[config.mk]
export PLATFORM = sky130hd
export DESIGN_NAME = reg_bus_arbiter
export DESIGN_NICKNAME = d
export VERILOG_FILES = /design/src/rtl/reg_bus_arbiter.sv
export SDC_FILE = /design/constraint.sdc
export NUM_CORES = 1
export LEC_CHECK = 0
export CAP_MARGIN = 25
export CORE_MARGIN = 1
export CORE_UTILIZATION = 43
export CTS_CLUSTER_SIZE = 10
export DETAILED_ROUTE_END_ITERATION = 8
export GPL_ROUTABILITY_DRIVEN = 0
export PLACE_DENSITY_LB_ADDON = 0.2
export SLEW_MARGIN = 20
export SYNTH_ARGS = -nofsm -noshare
export SYNTH_HDL_FRONTEND = slang
export SYNTH_SLANG_ARGS = --single-unit
[constraint.sdc]
create_clock -name clk -period 1.6 [get_ports clk]
set_input_delay 0.48 -clock clk [delete_from_list [all_inputs] [get_ports clk]]
set_output_delay 0.48 -clock clk [all_outputs]
set_load 0.005 [all_outputs]
[src/rtl/reg_bus_arbiter.sv]
// rtl/reg_bus_arbiter.sv - round-robin arbiter sharing one register bank between two strobe masters
// Optional ack timeout with sticky bus_err: define REG_ARB_TIMEOUT_EN.
module reg_bus_arbiter #(
    parameter int ASZ     = 7,
    parameter int DSZ     = 32,
    parameter int TIMEOUT = 15
) (
    input  logic           clk,
    input  logic           nreset,
    input  logic [ASZ-1:0] req0_addr,
    input  logic [DSZ-1:0] req0_wdata,
    input  logic           req0_wr_en,
    input  logic           req0_rd_en,
    output logic [DSZ-1:0] req0_rdata,
    output logic           req0_rd_valid,
    output logic           req0_wr_done,
    output logic           req0_overrun,
    input  logic [ASZ-1:0] req1_addr,
    input  logic [DSZ-1:0] req1_wdata,
    input  logic           req1_wr_en,
    input  logic           req1_rd_en,
    output logic [DSZ-1:0] req1_rdata,
    output logic           req1_rd_valid,
    output logic           req1_wr_done,
    output logic           req1_overrun,
    output logic [ASZ-1:0] t_addr,
    output logic [DSZ-1:0] t_wdata,
    output logic           t_wr,
    output logic           t_rd,
    input  logic [DSZ-1:0] t_rdata,
    input  logic           t_ack,
    output logic           bus_err
);

    typedef enum logic [1:0] {S_IDLE, S_ISSUE, S_WAIT, S_DONE} state_t;

    state_t         r_state;
    logic           r_gnt;
    logic           r_last;
    logic [1:0]     r_pend;
    logic [1:0]     r_slot_wr;
    logic [ASZ-1:0] r_slot_addr  [2];
    logic [DSZ-1:0] r_slot_wdata [2];
    logic [1:0]     r_ovr;
    logic [1:0]     r_rdv;
    logic [1:0]     r_wrd;
    logic [DSZ-1:0] r_rdata [2];
    logic [ASZ-1:0] r_t_addr;
    logic [DSZ-1:0] r_t_wdata;
    logic           r_t_wr;
    logic           r_t_rd;

    logic [1:0]     w_wr;
    logic [1:0]     w_rd;
    logic [ASZ-1:0] w_addr  [2];
    logic [DSZ-1:0] w_wdata [2];
    logic [1:0]     w_retire;
    logic           w_pick;

`ifdef REG_ARB_TIMEOUT_EN
    localparam int             CW       = $clog2(TIMEOUT + 1);
    localparam logic [CW-1:0]  TO_LIMIT = CW'(TIMEOUT);
    localparam logic [DSZ-1:0] TO_RDATA = {(DSZ/2){2'b10}};
    logic [CW-1:0] r_cnt;
    logic          r_bus_err;
    assign bus_err = r_bus_err;
`else
    assign bus_err = 1'b0;
`endif

    assign w_wr       = {req1_wr_en, req0_wr_en};
    assign w_rd       = {req1_rd_en, req0_rd_en};
    assign w_addr[0]  = req0_addr;
    assign w_addr[1]  = req1_addr;
    assign w_wdata[0] = req0_wdata;
    assign w_wdata[1] = req1_wdata;

    // The granted slot frees up at the end of DONE, so a strobe landing then is kept.
    assign w_retire = (r_state == S_DONE) ? {r_gnt, ~r_gnt} : 2'b00;

    always_comb begin
        w_pick = r_pend[0] ? 1'b0 : 1'b1;
        if (r_pend == 2'b11) begin
            w_pick = ~r_last;
        end
    end

    always_ff @(posedge clk or negedge nreset) begin
        if (!nreset) begin
            r_pend    <= 2'b00;
            r_slot_wr <= 2'b00;
            r_ovr     <= 2'b00;
            for (int n = 0; n < 2; n++) begin
                r_slot_addr[n]  <= '0;
                r_slot_wdata[n] <= '0;
            end
        end else begin
            for (int n = 0; n < 2; n++) begin
                if (w_wr[n] || w_rd[n]) begin
                    if (r_pend[n] && !w_retire[n]) begin
                        r_ovr[n] <= 1'b1;
                    end else begin
                        r_pend[n]       <= 1'b1;
                        r_slot_wr[n]    <= w_wr[n];
                        r_slot_addr[n]  <= w_addr[n];
                        r_slot_wdata[n] <= w_wdata[n];
                    end
                end else if (w_retire[n]) begin
                    r_pend[n] <= 1'b0;
                end
            end
        end
    end

    always_ff @(posedge clk or negedge nreset) begin
        if (!nreset) begin
            r_state   <= S_IDLE;
            r_gnt     <= 1'b0;
            r_last    <= 1'b1;
            r_rdv     <= 2'b00;
            r_wrd     <= 2'b00;
            r_rdata   <= '{default: '0};
            r_t_addr  <= '0;
            r_t_wdata <= '0;
            r_t_wr    <= 1'b0;
            r_t_rd    <= 1'b0;
`ifdef REG_ARB_TIMEOUT_EN
            r_cnt     <= '0;
            r_bus_err <= 1'b0;
`endif
        end else begin
            case (r_state)
                S_IDLE: begin
                    if (r_pend != 2'b00) begin
                        r_gnt     <= w_pick;
                        r_last    <= w_pick;
                        r_t_addr  <= r_slot_addr[w_pick];
                        r_t_wdata <= r_slot_wdata[w_pick];
                        r_t_wr    <= r_slot_wr[w_pick];
                        r_t_rd    <= ~r_slot_wr[w_pick];
                        r_state   <= S_ISSUE;
`ifdef REG_ARB_TIMEOUT_EN
                        r_cnt     <= '0;
`endif
                    end
                end
                S_ISSUE, S_WAIT: begin
                    r_t_wr <= 1'b0;
                    r_t_rd <= 1'b0;
                    if (t_ack) begin
                        r_state <= S_DONE;
                        if (r_slot_wr[r_gnt]) begin
                            r_wrd[r_gnt] <= 1'b1;
                        end else begin
                            r_rdv[r_gnt]   <= 1'b1;
                            r_rdata[r_gnt] <= t_rdata;
                        end
                    end
`ifdef REG_ARB_TIMEOUT_EN
                    else if (r_cnt == TO_LIMIT) begin
                        r_state   <= S_DONE;
                        r_bus_err <= 1'b1;
                        if (r_slot_wr[r_gnt]) begin
                            r_wrd[r_gnt] <= 1'b1;
                        end else begin
                            r_rdv[r_gnt]   <= 1'b1;
                            r_rdata[r_gnt] <= TO_RDATA;
                        end
                    end else begin
                        r_cnt   <= r_cnt + 1'b1;
                        r_state <= S_WAIT;
                    end
`else
                    else begin
                        r_state <= S_WAIT;
                    end
`endif
                end
                S_DONE: begin
                    r_rdv   <= 2'b00;
                    r_wrd   <= 2'b00;
                    r_state <= S_IDLE;
                end
                default: r_state <= S_IDLE;
            endcase
        end
    end

    assign req0_rdata    = r_rdata[0];
    assign req0_rd_valid = r_rdv[0];
    assign req0_wr_done  = r_wrd[0];
    assign req0_overrun  = r_ovr[0];
    assign req1_rdata    = r_rdata[1];
    assign req1_rd_valid = r_rdv[1];
    assign req1_wr_done  = r_wrd[1];
    assign req1_overrun  = r_ovr[1];
    assign t_addr        = r_t_addr;
    assign t_wdata       = r_t_wdata;
    assign t_wr          = r_t_wr;
    assign t_rd          = r_t_rd;

endmodule
Word level (Yosys, flattened, before mapping)
Cells that the tools add are included.
W data, S select, Z words.
- logic and storage cells: 110
- bits in read-only memories: 0
- output and inout bits: 112
- input bits: 117
- memory bits (writable): 0
- latch bits: 0
- register bits: 197
- memories: 0
- equality and inequality tests: 10
- bitwise operators: 10
- multiplexer cells: 37
- add/subtract/negate cells: 0
- order comparisons: 6
- multipliers: 0
- reductions and logical operators: 26
- shift operators: 0
- divide/modulo/power cells: 0
- operators with widths (operator ; number):
    $mux W32 ; 4
    $bwmux W64 ; 1
    $demux W32 S1 ; 1
    $mux W7 ; 3
    $mux W1 ; 16
    $reduce_and A2 Y1 ; 8
    $mux W2 ; 6
    $ne A2 B2 Y1 const B ; 6
    $reduce_bool A2 Y1 ; 5
    $reduce_and A3 Y1 ; 3
    $pmux W2 S2 ; 2
    $eq A2 B2 Y1 const B ; 3
    $not A1 Y1 ; 6
    $pmux W2 S3 ; 1
    $ge A2 B2 Y1 const B ; 2
    $logic_and A1 B1 Y1 ; 4
    $lt A1 B2 Y1 const B ; 2
    $not A1 Y2 ; 2
    $or A2 B2 Y2 ; 2
    $pmux W1 S2 ; 2
    $eq A2 B1 Y1 const B ; 1
    $logic_not A1 Y1 ; 2
    $logic_not A2 Y1 ; 1
    $logic_or A1 B1 Y1 ; 2
    4 further kinds ; 4

Longest topological paths before layout
Gate-level depths: netlist (run 1).
- depth after elaboration: 8
- depth in mapped cells: 7
- depth with buffers taken out: 5

Worst setup path before layout (run 1)
Ideal clock, no wire load.
- path type: reg2reg
- start point: register r_state[0]
- end point: register r_rdata, in the netlist req0_rdata[10]
- arrival time: 1.618 ns
- buffers on the path: 2
- required time: 1.475 ns
- setup time: 0.125 ns
- clock period less this slack: 1.743 ns
- stages on the path, launching flop included: 7
- path slack: -0.143 ns
- cells stage by stage: dfrtp_1 inv_1 ha_1 nor4bb_1 buf_2 buf_4 mux2_2
- cells in the longest elaborated chain, start to end: 3
- elaborated cells on any way between the ends: 4
- classes of those cells: eq/ne (2); reduce/logical (2)
- ends and longest elaborated chain (item ; line ; source):
    start: declaration ; 37 ; state_t r_state;
    start signal: assignment ; 117 ; r_state <= S_IDLE;
    start signal: assignment ; 141 ; r_state <= S_ISSUE;
    start signal: assignment ; 151 ; r_state <= S_DONE;
    $eq A2 B1 Y1 / $eq A2 B2 Y1 (equally long branches) ; 132 ; case (r_state)
    $reduce_or A2 Y1 * ; 132 ;
    $reduce_and A3 Y1 (no line) * ; - ;
    end signal: indexed assignment ; 156 ; r_rdata[r_gnt] <= t_rdata;
    end: declaration ; 47 ; logic [DSZ-1:0] r_rdata [2];
Mark *: on every way between the ends. The rest lies on a longest branch, timed or not.
A chain may end at the register's enable or synchronous reset.

Worst setup path after layout (run 1)
- start point: register r_state[1]
- end point: register r_slot_wdata[27] in the netlist's numbering
- cells in the longest elaborated chain, start to end: 6
- ends and longest elaborated chain (item ; line ; source):
    $eq A2 B2 Y1 ; 79 ; assign w_retire = (r_state == S_DONE) ? {r_gnt, ~r_gnt} : 2'b00;
    $mux W2 ; 79 ;
    $logic_not A1 Y1 ; 100 ; if (r_pend[n] && !w_retire[n]) begin
    $logic_and A1 B1 Y1 ; 100 ;
    $not A1 Y1 (no line) ; - ;
    $reduce_and A2 Y1 (no line) ; - ;
    end signal: indexed assignment ; 106 ; r_slot_wdata[n] <= w_wdata[n];
    end: declaration ; 43 ; logic [DSZ-1:0] r_slot_wdata [2];
No other way between the ends.

==> impl_results.md, run 1 <==
- Outcome: complete, but fails checks
- Failing checks: design-rule violations, negative setup slack
- Die H: 138.6 um
- Nature of the critical path endpoint: flip-flop
- Insertion delay to the later sink of the worst-skew pair: 420 ps
- DIE AREA: 0.01920 mm2
- Startpoint of the lowest-slack register-to-register path: r_state[1]$_DFFE_PN0P_
- Floorplan Core Area: 0.01815 mm2
- Max Fclk: 579.1 MHz
- Share of synthesized area spent on multiplexers: 0.2067
- Number of antenna cells inserted: 0
- Post-synthesis async set-or-reset flop share: 1.000
- Horizontal die dimension: 138.6 um
- DRC errors left: 42
- Clock H-tree levels: 4
- Sequential cell fraction of total power: 0.363
- Hold Startpoint: r_ovr[1]$_DFFE_PN0P_
- Starting Density: 0.4419
- Clock Pin Slew Worst Setup and Hold Paths: 70 ps
- Worst Hold Class: reg2reg
- Data arrival at the endpoint of the critical path: 2020 ps
- Via density: 5.319
- Compound-Gate Fraction of Synth Area: 0.1044
- Commonest non-fill, non-tap cell in the layout: dfrtp_1
- Total congestion overflow after global routing: 0
- Worst Path Required: 1890 ps
- Number of setup violations in the final report: 111
- Placed instance area: 0.01090 mm2
- Library cell used as clock root buffer: clkbuf_16
- Sw Share: 0.3158
- Clock power share: 0.183
- Shortest period the worst path allows: 1727 ps
- Wire per inst: 19.39 um
- Overall routed net length: 21.95 mm
- Final hold slack: 495.6 ps
- Yosys reg bits: 197
- Maximum vdd ir drop: 957.0 uV
- Largest driver fanout on the critical path: 10
- Number of synthesis warnings: 0
- Layout cell share with drive strength beyond 1: 0.3068
- Worst path setup slack after routing: -127.0 ps
- Unrepaired setup endpoints after global routing: yes
- End-of-flow core utilization: 0.6680
- Worst setup path category: reg2reg
- Critical Path Source: r_state[1]$_DFFE_PN0P_
- Post-synthesis cell type count: 44
- Top area cells in the synthesized netlist: dfrtp_1 61%, mux2_2 19%, a31oi_1 3.2%
- First-pass GRT wire length: 33.08 mm
- Delay of the slowest cell on the worst path: 400 ps
- Estimated wirelength of the detail-placed design: 14.20 mm
- Max_cap viols: 0
- Register area share after synthesis: 0.6148
- Global Route Usage Sum: 0.2197
- Most frequently used flop master after synthesis: dfrtp_1
- Vias: 6021
- Average footprint of a synthesized cell: 13.19 um2
- Pleak: 5.396 nW
- XOR/XNOR share of the synthesized area: 0
- Power consumption: 24.59 mW
- Crit start category: flip-flop
- Rows: 49
- Instance count of the mapped netlist: 608
- Quantity of I/O buffers inserted on ports: 227
- TritonCTS clock tree: done
- Number of enable flip-flop cells after synthesis: 0
- Share of synthesized cell area in and, or, nand and nor gates: 0.03697
- Detailed Routing Iterations Pass 1: 7
- Post-Layout Inst Area: 0.01212 mm2
- Share of Yosys cell area claimed by the top area cell type: 0.6115
- Combined area of all synthesized cells: 0.008020 mm2
- Top library cells by usage in the layout, fill and taps aside: 195 x dfrtp_1, 115 x clkdlybuf4s50_1, 99 x dlygate4sd2_1
- Number of DRC markers after the initial detailed-route iteration: 311
- Vias in the first global route: 6222
- Fin Clk Skew: 10.15 ps
- Maximum number of pins on one net before global-route repair: 41
- Combinational Power Share: 0.453
- Hold Fails Final Rpt: 0
- Number of nets in the synthesized netlist: 728
- Max Transition Viols Final: 0
- Relative area change from synthesis to final layout: 51.14%
- Cell-internal power: 16.82 mW
- # clock sinks: 197
- Number of antenna violations at the first check in global routing: 1
- Critical-path top delay cell: dfrtp_1
- Synthesized-area fraction occupied by adder cells: 0.004680
- Worst Setup Slack post-DPL: -481.0 ps
- Cell accounting for the most synthesized area: dfrtp_1
- Power density relative to cell area: 2029 mW/mm2
- Critical Path, Cell by Cell: buf_4, ha_4, a21bo_4, o21a_4, buf_12, mux2_4
- Setup slack, reg-to-reg: -130 ps
- Main combinational cell family by area after synthesis: multiplexers
- Period utilization: 1.079
- NetSw: 7.766 mW
- Num ports: 229
- Final layout net count: 1010
- Number of buffers created by CTS: 17
- Maximum buffer depth of the clock tree: 2
- ANT nets after route: 0
[worst max-delay path: cells and delay by family (launching register included)]
| kind | cells | cell delay, ps |
|---|---|---|
| flops | 1 | 400 |
| compound gates | 2 | 400 |
| buf+inv | 2 | 320 |
| fa+ha+maj | 1 | 170 |
| mux | 1 | 310 |
[per-layer routing]
metal / global-route usage / wire [um] / up-vias
met5: 0 / 11 / -
met4: 0.05322 / 188 / 2
met3: 0.05801 / 1575 / 16
met2: 0.3831 / 11140 / 220
met1: 0.2718 / 9038 / 3049
li1: - / - / 2734
[per-stage QoR]
step | std cells | setup TNS (ps)
after floorplan | 608 | -2778
after global placement | 1066 | -44690
after detailed placement | 1066 | -47590
after CTS | 1117 | -5869
after global routing | 1132 | -16240
final | 1132 | -8867
[power by group through the flow]
stage | Combinational, mW | Sequential (mW) | Clock [mW]
2_1_floorplan | 5.20 | 8.79 | 0
3_3_place_gp | 9.86 | 8.90 | 0
3_5_place_dp | 10.2 | 9.00 | 0
4_1_cts | 10.0 | 8.87 | 4.61
5_1_grt | 12.0 | 9.24 | 4.83
6_report | 11.2 | 8.93 | 4.51
[synthesized netlist by cell type, drive strengths merged (3+ instances only)]
cell type / number
a21oi: 41
a31oi: 41
buf: 20
clkbuf: 26
dfrtp: 196
ha: 3
inv: 7
mux2: 143
nand2: 9
nor2: 47
o21ai: 45
[registers in the layout (all words and copies together), names as in the netlist]
name          flops
r_rdv             2
r_slot_wr         2
r_slot_addr      14
t_wdata          32
r_state           2
r_wrd             2
r_last            1
req0_rdata       32
t_wr              1
r_pend            2
t_addr            7
r_ovr             2
r_slot_wdata     64
t_rd              1
r_gnt             1
req1_rdata       32
[area by class of cell]
class / count / area [um2]
well taps: 229 / 286.5
flip-flops and latches: 197 / 4932
fillers: 1384 / 6026
clock buffers: 18 / 429.2
inverters: 7 / 26.28
repair buffers: 309 / 3120
multi-input cells: 358 / 3129
clock inverters: 14 / 197.7
[worst paths after layout]
kind                            cells after the start                      endpoint
worst max-delay path                                6  r_slot_wdata[27]$_DFFE_PN0P_
worst min-delay path                                1          r_ovr[1]$_DFFE_PN0P_
worst max register to register                      6  r_slot_wdata[27]$_DFFE_PN0P_
worst min register to register                      1          r_ovr[1]$_DFFE_PN0P_
max in group asynchronous                           3         r_pend[0]$_DFFE_PN0P_
min in group asynchronous                           2    req1_rdata[27]$_DFFE_PN0P_
[repair_timing]
action,4_1_cts,5_1_grt
cloned,3,7
resized for setup,140,64
hold endpoints to repair,15,0
pin swaps,3,6
hold buffers,1,0
setup endpoints to repair,250,130
buffers inserted,15,8
[cell families (layout without fill, tap and decap cells)]
logic type / Yosys count / count (layout)
flops: 197 / 197
mux: 144 / 144
compound gates: 143 / 143
simple gates: 67 / 67
buf+inv: 53 / 348
fa+ha+maj: 3 / 3
other cells: 1 / 1
Note: power is estimated with default switching activity, not from simulation.
==> run 2, diff against run 1 <==
- MAX_ROUTING_LAYER: not set -> met4
==> impl_results.md, run 2 (synthesis results as in run 1) <==
- Combinational Power Share: 0.463 (+0.010)
- Critical-path top delay cell: dfrtp_1
- Setup slack, reg-to-reg: -150 ps (-20 ps)
- Delay of the slowest cell on the worst path: 400 ps (about the same)
- Kind of cell adding the most delay to the critical path: flip-flops
- Worst setup path category: reg2reg
- Num ports: 229 (unchanged)
- Via density: 5.287 (-0.61%)
- Maximum number of pins on one net before global-route repair: 41 (unchanged)
- Period utilization: 1.093 (+0.01392)
- Worst Hold Class: reg2reg
- Die H: 138.6 um (unchanged)
- Vias in the first global route: 6217 (-0.080%)
- Number of stages on the worst setup path: 6 (unchanged)
- Worst Path Required: 1890 ps (about the same)
- Insertion delay to the later sink of the worst-skew pair: 410 ps (about the same)
- Crit start category: flip-flop
- Shortest period the worst path allows: 1749 ps (+22.28 ps)
- Detailed Routing Iterations Pass 1: 7 (unchanged)
- Max Fclk: 571.7 MHz (-1.3%)
- Commonest non-fill, non-tap cell in the layout: dfrtp_1
- Power consumption: 25.08 mW (+2.0%)
- Largest register by flop count: r_slot_wdata
- Starting Density: 0.4419 (unchanged)
- Critical Path, Cell by Cell: buf_4, ha_4, a21bo_4, o21a_4, clkbuf_16, mux2_4
- First-pass GRT wire length: 33.09 mm (about the same)
- Count of buffer and inverter cells on the critical path: 2 (unchanged)
- Final layout net count: 1014 (+0.40%)
- Maximum vdd ir drop: 956.9 uV (about the same)
- Horizontal die dimension: 138.6 um (unchanged)
- Number of setup violations in the final report: 96 (-14%)
- NetSw: 7.911 mW (+1.9%)
- End-of-flow core utilization: 0.6767 (+0.008756)
- Pleak: 5.510 nW (+2.1%)
- Clock power share: 0.180 (-0.003)
- Data arrival at the endpoint of the critical path: 2040 ps (+20 ps)
- Total congestion overflow after global routing: 0 (unchanged)
- Wire per inst: 19.57 um (+0.92%)
- # clock sinks: 197 (unchanged)
- Number of buffers created by CTS: 17 (unchanged)
- Nature of the critical path endpoint: flip-flop
- Overall routed net length: 22.25 mm (+1.4%)
- TritonCTS clock tree: done
- Sequential cell fraction of total power: 0.357 (-0.006)
- Vias: 6011 (-0.17%)
- Global Route Usage Sum: 0.2267 (+0.006998)
- Max_cap viols: 0 (unchanged)
- Worst path setup slack after routing: -149.2 ps (-22.28 ps)
- Hold Fails Final Rpt: 0 (unchanged)
- DRC errors left: 42 (unchanged)
- Outcome: complete, but fails checks
- Floorplan Core Area: 0.01815 mm2 (unchanged)
- Number of DRC markers after the initial detailed-route iteration: 312 (+0.32%)
- DIE AREA: 0.01920 mm2 (unchanged)
- Quantity of I/O buffers inserted on ports: 227 (unchanged)
- Power density relative to cell area: 2042 mW/mm2 (+0.66%)
- Clock Pin Slew Worst Setup and Hold Paths: 70 ps (about the same)
- Worst reg2reg path depth: 6 (unchanged)
- Startpoint of the lowest-slack register-to-register path: r_state[1]$_DFFE_PN0P_
- Largest driver fanout on the critical path: 6 (-4)
- ANT nets after route: 0 (unchanged)
- Sw Share: 0.3155 (-0.0003521)
- Critical Path Source: r_state[1]$_DFFE_PN0P_
- Unrepaired setup endpoints after global routing: yes
- Relative area change from synthesis to final layout: 53.12%
- Fillers: 1367 (-1.2%)
- Failing checks: design-rule violations, negative setup slack
- Rows: 49 (unchanged)
- Layout cell share with drive strength beyond 1: 0.3098 (+0.003057)
- Top library cells by usage in the layout, fill and taps aside: 195 x dfrtp_1, 115 x clkdlybuf4s50_1, 99 x dlygate4sd2_1
- Number of antenna violations at the first check in global routing: 1 (unchanged)
- Clock H-tree levels: 4 (unchanged)
- Fin Clk Skew: 10.14 ps (-0.009100 ps)
- Maximum buffer depth of the clock tree: 2 (unchanged)
- Max Transition Viols Final: 0 (unchanged)
- Library cell used as clock root buffer: clkbuf_16
- Cell-internal power: 17.17 mW (+2.0%)
- Estimated wirelength of the detail-placed design: 14.20 mm (unchanged)
- Final-layout setup total negative slack: -8544 ps (+322.9 ps)
- Number of flip-flops in the largest register: 64 (unchanged)
- Worst Setup EP: r_slot_wdata[27]$_DFFE_PN0P_
- Reg-to-reg endpoint: r_slot_wdata[27]$_DFFE_PN0P_
==> run 2: cell types whose count changed in the layout (fill, tap and decap cells not counted) <==
cell / before / now
buf_12: 14 / 16
buf_6: 8 / 10
diode_2: 0 / 1
mux2_2: 78 / 53
mux2_4: 65 / 90
==> run 2: final cells by class <==
type,count,area (um2),area share
multi-input cells,358,3223,0.2625
repair buffers,313,3183,0.2592
clock buffers,18,429.2,0.03495
clock inverters,14,197.7,0.01610
well taps,229,286.5,0.02333
inverters,7,26.28,0.002140
diodes,1,2.502,0.0002038
flip-flops and latches,197,4932,0.4016
==> run 2: metrics by stage <==
step / hold WS, ps / worst slack, ps / cell area (um2) / instances
after floorplan: 184.4 / -71.65 / 8046 / 608
after global placement: 437.0 / -444.4 / 10900 / 1066
after detailed placement: 439.2 / -481.0 / 10900 / 1066
after CTS: 492.0 / -111.5 / 11690 / 1117
after global routing: 507.6 / -183.4 / 12280 / 1137
final: 495.2 / -149.2 / 12280 / 1137
==> run 2: worst min path at each step <==
stage                                from                         end  slack (ps)  cells after the start
4_1_cts              r_ovr[1]$_DFFE_PN0P_        r_ovr[1]$_DFFE_PN0P_         490                      1
6_report             r_ovr[1]$_DFFE_PN0P_        r_ovr[1]$_DFFE_PN0P_         500                      1
5_1_grt        req1_rdata[14]$_DFFE_PN0P_  req1_rdata[14]$_DFFE_PN0P_         510                      1
3_5_place_dp                       nreset  req1_rdata[27]$_DFFE_PN0P_         440                      1
3_3_place_gp                       nreset  req1_rdata[27]$_DFFE_PN0P_         440                      1
2_1_floorplan                      nreset           r_gnt$_DFFE_PN0P_         180                      0
==> run 2: power groups by stage <==
stage | Sequential [mW] | Combinational, mW | Clock [mW]
6_report | 8.96 | 11.6 | 4.52
3_3_place_gp | 8.90 | 9.86 | 0
2_1_floorplan | 8.79 | 5.20 | 0
3_5_place_dp | 9.00 | 10.2 | 0
5_1_grt | 9.25 | 12.5 | 4.84
4_1_cts | 8.87 | 10.0 | 4.61
==> run 2: per-layer routing <==
metal,track usage,share of wire,wire length [um]
met5,-,0,0
met4,0.05322,0.0069,153
met3,0.05421,0.066,1470
met2,0.3818,0.50,11210
met1,0.2757,0.42,9417
==> run 2: repair_timing <==
action,4_1_cts,5_1_grt
hold endpoints to repair,15,0
pin swaps,3,6
gates cloned,3,8
gates resized for setup,140,98
hold buffers,1,0
setup buffers,15,11
endpoints found under the setup margin,250,131
==> run 2: worst register-to-register path: stages, from the launching register on <==
cell       delay [ps]
dfrtp_1           400
buf_4             150
ha_4              170
a21bo_4           220
o21a_4            180
clkbuf_16         200
mux2_4            310
